<file path="config.mk">
export PLATFORM = sky130hd
export DESIGN_NAME = kmp_stream_matcher
export DESIGN_NICKNAME = d
export VERILOG_FILES = /design/src/rtl/kmp_pkg.sv /design/src/rtl/kmp_fail_table.sv /design/src/rtl/kmp_stream_matcher.sv
export SDC_FILE = /design/constraint.sdc
export NUM_CORES = 1
export LEC_CHECK = 0
export ABC_AREA = 0
export CORE_ASPECT_RATIO = 1.2
export CORE_UTILIZATION = 62
export DETAILED_ROUTE_END_ITERATION = 10
export PLACE_DENSITY = 0.87
export SYNTH_ARGS = -nofsm -noshare
export SYNTH_HDL_FRONTEND = slang
export SYNTH_SLANG_ARGS = --single-unit
export TNS_END_PERCENT = 50
</file>
<file path="constraint.sdc">
create_clock -name clk -period 10.5 [get_ports clk]
set_clock_uncertainty 0.05 [all_clocks]
set_input_delay 1.05 -clock clk [delete_from_list [all_inputs] [get_ports clk]]
set_output_delay 1.05 -clock clk [all_outputs]
set_load 0.05 [all_outputs]
</file>
<file path="src/rtl/kmp_pkg.sv">
// kmp_pkg: shared state encoding and default sizes for the KMP stream matcher
package kmp_pkg;
   typedef enum logic [3:0] {IDLE = 4'd0, BUILD = 4'd1, SEARCH = 4'd2, DONE = 4'd3} state_t;
   localparam int DATA_W_DEF  = 8;
   localparam int PAT_MAX_DEF = 8;
   localparam int POS_W_DEF   = 14;
   localparam int CNT_W_DEF   = 8;
endpackage

</file>
<file path="src/rtl/kmp_fail_table.sv">
// kmp_fail_table: pattern store, failure table and one-step-per-cycle table builder
module kmp_fail_table
   import kmp_pkg::*;
#(
   parameter int DATA_W = DATA_W_DEF,
   parameter int LEN_W  = 4
) (
   input  logic              clk,
   input  logic              rst,
   input  logic              we,
   input  logic [LEN_W-1:0]  waddr,
   input  logic [DATA_W-1:0] wdata,
   input  logic              init,
   input  logic              step_en,
   input  logic [LEN_W-1:0]  len,
   input  logic [LEN_W-1:0]  q,
   input  logic [LEN_W-1:0]  fidx,
   output logic [DATA_W-1:0] pat_q,
   output logic [LEN_W-1:0]  fail_q,
   output logic              build_done
);
   localparam int DEPTH = 2 ** LEN_W;
   logic [DATA_W-1:0] pat_mem [DEPTH];
   logic [LEN_W-1:0] fail_mem [DEPTH];
   logic [LEN_W-1:0] i, k, i_nxt, k_nxt;
   logic hit, wr;
   assign hit = pat_mem[i] == pat_mem[k];
   assign wr = i != len && (hit || k == '0);
   assign i_nxt = wr ? i + 1'b1 : i;
   assign k_nxt = i == len ? k : hit ? k + 1'b1 : k != '0 ? fail_mem[k - 1'b1] : k;
   // finishing on the step that reaches len makes BUILD take len-1 cycles at best
   assign build_done = i_nxt == len;
   assign pat_q = pat_mem[q];
   assign fail_q = fail_mem[fidx];
   always_ff @(posedge clk or posedge rst)
      if (rst) begin
         for (int j = 0; j < DEPTH; j++) begin
            pat_mem[j] <= '0;
            fail_mem[j] <= '0;
         end
         i <= '0;
         k <= '0;
      end else begin
         if (we) pat_mem[waddr] <= wdata;
         if (init) begin
            fail_mem[0] <= '0;
            i <= LEN_W'(1);
            k <= '0;
         end else if (step_en) begin
            if (wr) fail_mem[i] <= hit ? k + 1'b1 : '0;
            i <= i_nxt;
            k <= k_nxt;
         end
      end
endmodule

</file>
<file path="src/rtl/kmp_stream_matcher.sv">
// kmp_stream_matcher: runtime-loaded KMP matcher over a valid/ready text stream
module kmp_stream_matcher
   import kmp_pkg::*;
#(
   parameter int DATA_W  = DATA_W_DEF,
   parameter int PAT_MAX = PAT_MAX_DEF,
   parameter int LEN_W   = $clog2(PAT_MAX + 1),
   parameter int POS_W   = POS_W_DEF,
   parameter int CNT_W   = CNT_W_DEF
) (
   input  logic              clk,
   input  logic              rst,
   input  logic              pat_we,
   input  logic [LEN_W-1:0]  pat_addr,
   input  logic [DATA_W-1:0] pat_data,
   input  logic [LEN_W-1:0]  pat_len,
   input  logic              overlap,
   input  logic              start,
   input  logic              abort,
   input  logic              text_valid,
   input  logic [DATA_W-1:0] text_data,
   input  logic              text_last,
   output logic              text_ready,
   output logic              match_valid,
   output logic [POS_W-1:0]  match_pos,
   output logic [CNT_W-1:0]  match_count,
   output logic              busy,
   output logic              done,
   output logic              err,
   output logic [3:0]        actual_state
);
   state_t state, state_nxt;
   logic [LEN_W-1:0] len_r, q, q_nxt, fidx, fail_q;
   logic [DATA_W-1:0] hold_d, pat_q;
   logic [POS_W-1:0] pos;
   logic hold_v, hold_last, ovl_r, idle_like, go, bad, srch, eq, consume, back, full, accept, build_done;
   assign idle_like = state == IDLE || state == DONE;
   assign go = start && !abort && idle_like;
   assign bad = pat_len == '0 || pat_len > LEN_W'(PAT_MAX);
   assign srch = state == SEARCH && !abort && hold_v;
   assign eq = hold_d == pat_q;
   assign consume = srch && (eq || q == '0);
   assign back = srch && !eq && q != '0;
   assign full = eq && q + 1'b1 == len_r;
   // one failure-table read port serves both backtrack and post-match restart
   assign fidx = eq ? len_r - 1'b1 : q - 1'b1;
   assign q_nxt = back ? fail_q : !eq ? '0 : full ? (ovl_r ? fail_q : '0) : q + 1'b1;
   assign text_ready = state == SEARCH && (!hold_v || consume) && !(consume && hold_last);
   assign accept = text_valid && text_ready;
   assign busy = state == BUILD || state == SEARCH;
   assign done = state == DONE;
   assign actual_state = state;
   kmp_fail_table #(.DATA_W(DATA_W), .LEN_W(LEN_W)) u_tab (
      .clk(clk),
      .rst(rst),
      .we(pat_we && idle_like && pat_addr < LEN_W'(PAT_MAX)),
      .waddr(pat_addr),
      .wdata(pat_data),
      .init(go && !bad),
      .step_en(state == BUILD && !abort),
      .len(len_r),
      .q(q),
      .fidx(fidx),
      .pat_q(pat_q),
      .fail_q(fail_q),
      .build_done(build_done)
   );
   always_comb begin
      state_nxt = abort ? IDLE :
                  go ? (bad ? DONE : BUILD) :
                  state == BUILD && build_done ? SEARCH :
                  consume && hold_last ? DONE : state;
   end
   always_ff @(posedge clk or posedge rst)
      if (rst) state <= IDLE;
      else state <= state_nxt;
   always_ff @(posedge clk or posedge rst)
      if (rst) begin
         len_r <= '0;
         ovl_r <= 1'b0;
         q <= '0;
         hold_v <= 1'b0;
         hold_d <= '0;
         hold_last <= 1'b0;
         pos <= '0;
         match_count <= '0;
         match_valid <= 1'b0;
         match_pos <= '0;
         err <= 1'b0;
      end else begin
         match_valid <= consume && full;
         if (consume && full) begin
            match_pos <= pos - POS_W'(len_r) + 1'b1;
            match_count <= match_count == '1 ? match_count : match_count + 1'b1;
         end
         if (consume) pos <= pos + 1'b1;
         if (consume || back) q <= q_nxt;
         if (abort || go) hold_v <= 1'b0;
         else if (accept) begin
            hold_v <= 1'b1;
            hold_d <= text_data;
            hold_last <= text_last;
         end else if (consume) hold_v <= 1'b0;
         if (go) begin
            len_r <= pat_len;
            ovl_r <= overlap;
            q <= '0;
            pos <= '0;
            match_count <= '0;
            err <= bad;
         end
      end
endmodule

</file>
==> results.json <==
{
  "final_util_pct": 68.9,
  "drt-pass1-iter-count": 5,
  "relSlewSlack_pct": 27.6,
  "setup_viol": 0,
  "outcome": "completed",
  "wirelength_um": 36600,
  "r2r_cells": 12,
  "cp_slowest_cell": "dfrtp_1",
  "clk_pin_slew_ns": 0.06,
  "wl_met3_um": 2800,
  "clockBufferDepth": 3,
  "first_global_vias": 10800,
  "grt_setup_unrepaired": "no",
  "drt-initial-drc-count": 950,
  "fin_crit_sh_pct": 58.9,
  "coreArea_um2": 24700,
  "cp_cell_sequence": "inv_2, mux4_2, xor2_1, nand4_1, a21oi_1, o2111ai_4, a21oi_4, nand2b_1, and3b_1, clkdlybuf4s50_1",
  "highest_layer": "met4",
  "num_rows": 63,
  "ys_warn_count": 0,
  "die_area_um2": 25700,
  "cp-end-kind": "output port",
  "grt_usage_pct": 29.5,
  "regArea_um2": 6490,
  "gr-total-overflow": 0,
  "antenna_cells": 0,
  "fp.dieW_um": 147,
  "slowest_delay_ns": 1.03,
  "crit_family": "compound AO/OA/AOI/OAI gates",
  "wl_met1_um": 14200,
  "synthArstFlopShare_pct": 100,
  "io_buffers": 60,
  "multi_input_area_um2": 8330,
  "min_path_type": "reg -> reg",
  "seqPwrFrac_pct": 37.1,
  "synth-seq-cells": 259,
  "cts_max_level": 1,
  "syn-instance-count": 1265,
  "holdBufCountCts": 0,
  "final_nets": 1309,
  "wl_met2_um": 18000,
  "antenna_found_initial": 0,
  "cellInternalPower_mw": 2.40,
  "worst_slew_pin_slew_ns": 1.09,
  "path_class": "reg -> out",
  "finalHoldViolCount": 0,
  "hpwlAfterDp_um": 24900,
  "crit_cells": 10,
  "fin_ws_ns": 4.32,
  "start_util_pct": 63.1,
  "ys.flop_type": "dfrtp_1",
  "ant_nets": 0,
  "route.detailed.drc": 0,
  "p_sw_share_pct": 36.3,
  "cp.arrival_ns": 5.08,
  "fmax_ghz": 0.162,
  "p_clk_share_pct": 24.7,
  "fillers": 1601,
  "layout-drive-gt1-share_pct": 28.8,
  "syn2layout_area_growth_pct": 9.22,
  "report.final.slew_viol_count": 0,
  "insertion_delay_ns": 0.54,
  "required_ns": 9.40,
  "cts_root_buf": "clkbuf_16",
  "pin_count": 63,
  "crit_fanout": 23,
  "pwr-share-comb_pct": 38.2,
  "cts_buffers": 26,
  "place_congestion": 0.910,
  "vias": 10500,
  "cts_tree": "done",
  "grt_max_degree": 104,
  "detail_route.wl_per_cell_um": 23.2,
  "synth-edff-count": 0,
  "period_needed_ns": 6.18,
  "min_path_cells": 0,
  "grt_pass1_wl_um": 59200,
  "avgSynthCellArea_um2": 12.3,
  "worst_setup_path_start_kind": "flip-flop",
  "ys_types": 72,
  "pre_cts_ws_ns": 4.96,
  "finalSetupTns_ns": 0,
  "powerDensity_nw_per_um2": 222,
  "cts_setup_buffers": 0,
  "seq_area_frac_synth_pct": 41.6,
  "clock_sinks": 259,
  "postCtsResizedCells": 0,
  "via_per_inst": 6.65,
  "ir_drop_mv": 0.158,
  "synth.cell_area_um2": 15600,
  "drv_cap": 0,
  "p_sw_mw": 1.37,
  "path_buf_inv": 2,
  "leakage_nw": 7.35,
  "die_h_um": 176
}
[kinds of logic (layout without fill, tap and decap cells)]
kind of cell / count (synthesis) / after routing / synth area share, %
multiplexers: 336 / 336 / 32.0
flip-flops: 259 / 259 / 41.6
AND/OR/NAND/NOR: 246 / 246 / 8.68
buffers and inverters: 182 / 172 / 4.97
AO/OA/AOI/OAI: 134 / 134 / 5.67
XOR/XNOR: 68 / 68 / 3.83
adder cells (fa/ha/maj): 39 / 39 / 3.18
other: 1 / 2 / 0.0241
[state kept, by name, summed over array words and instances (netlist names)]
signal	count
u_tab.k	4
actual_state	2
u_tab.pat_mem	128
pos	14
q	4
hold_last	1
match_pos	14
len_r	4
ovl_r	1
u_tab.i	4
hold_v	1
u_tab.fail_mem	64
match_count	8
err	1
hold_d	8
match_valid	1
[path summary, 6_finish.rpt]
path / from / endpoint / slack, ns
max: q[0] / text_ready / 4.32
min in group asynchronous: rst / u_tab.pat_mem[101] / 1.00
min: u_tab.pat_mem[31] / u_tab.pat_mem[31] / 0.37
max reg2reg: q[0] / match_count[6] / 5.50
max in group asynchronous: rst / u_tab.k[0] / 7.80
min reg2reg: u_tab.pat_mem[31] / u_tab.pat_mem[31] / 0.37
[cell usage after synthesis (3+ instances only)]
cell | number | area share [%]
o22ai_1 | 5 | 0.20
mux2_2 | 143 | 10
and3_1 | 5 | 0.20
nand2_1 | 51 | 1.2
mux4_2 | 113 | 16
nand3b_1 | 5 | 0.24
nand4_1 | 8 | 0.32
ha_1 | 38 | 3.1
mux2i_2 | 3 | 0.27
a211oi_1 | 19 | 0.92
clkbuf_1 | 94 | 2.3
xor2_1 | 27 | 1.5
a31oi_1 | 5 | 0.20
nor3_1 | 23 | 0.74
nor2_1 | 71 | 1.7
inv_1 | 46 | 1.1
o31ai_1 | 7 | 0.34
nor3b_1 | 5 | 0.24
a21o_1 | 3 | 0.14
mux2_1 | 6 | 0.43
xnor2_1 | 41 | 2.3
mux2i_1 | 70 | 4.5
nor2_2 | 3 | 0.12
nand2_4 | 3 | 0.22
buf_6 | 3 | 0.22
or3_1 | 12 | 0.48
o21ai_0 | 31 | 1.0
dfrtp_1 | 259 | 42
nand2b_1 | 11 | 0.44
and2_1 | 3 | 0.12
buf_4 | 11 | 0.53
nor3_4 | 3 | 0.31
nand3_1 | 11 | 0.35
a21boi_0 | 3 | 0.14
buf_1 | 4 | 0.096
buf_2 | 21 | 0.68
nor2b_1 | 6 | 0.24
a21oi_1 | 41 | 1.3
nor2_4 | 10 | 0.72
[final cells by class]
| type | count | share of cell area [%] |
|---|---|---|
| sequential | 259 | 38.2 |
| clock inverter | 9 | 0.471 |
| tap | 325 | 2.39 |
| timing repair buffer | 77 | 4.28 |
| clock buffer | 37 | 4.55 |
| inverter | 49 | 1.13 |
| multi-input combinational | 825 | 49.0 |
[placed cells by master, fill, tap and decap left out, types with 31 or more instances in the layout]
cell	n
a21oi_1	41
dfrtp_1	256
ha_1	38
nor2_1	70
nand2_1	51
mux2_2	143
clkdlybuf4s50_1	60
inv_1	45
mux2i_1	70
xnor2_1	41
o21ai_0	31
mux4_2	113
[per-stage QoR]
| stage | std cells | power [mW] | hold WS, ns | instance area (um^2) |
|---|---|---|---|---|
| after global placement | 1535 | 2.77 | 0.345 | 16100 |
| final | 1581 | 3.77 | 0.372 | 17000 |
| after detailed placement | 1535 | 2.83 | 0.356 | 16100 |
| after floorplan | 1266 | 2.46 | 0.404 | 15600 |
| after global routing | 1581 | 3.93 | 0.382 | 17000 |
| after CTS | 1581 | 3.76 | 0.372 | 17000 |
[per-layer routing]
metal,GRT usage (%),vias to the layer above
met5,0,-
met4,13.7,0
met3,4.21,129
met2,48.5,556
met1,39.0,5290
li1,-,4536
[power by group through the flow]
stage / Combinational [mW] / Sequential (mW) / Clock, mW
floorplan: 1.17 / 1.29 / 0
global placement: 1.37 / 1.39 / 0
detailed placement: 1.42 / 1.40 / 0
CTS: 1.44 / 1.39 / 0.938
global route: 1.54 / 1.42 / 0.976
finish: 1.44 / 1.40 / 0.929
(Power assumes the default switching activity.)
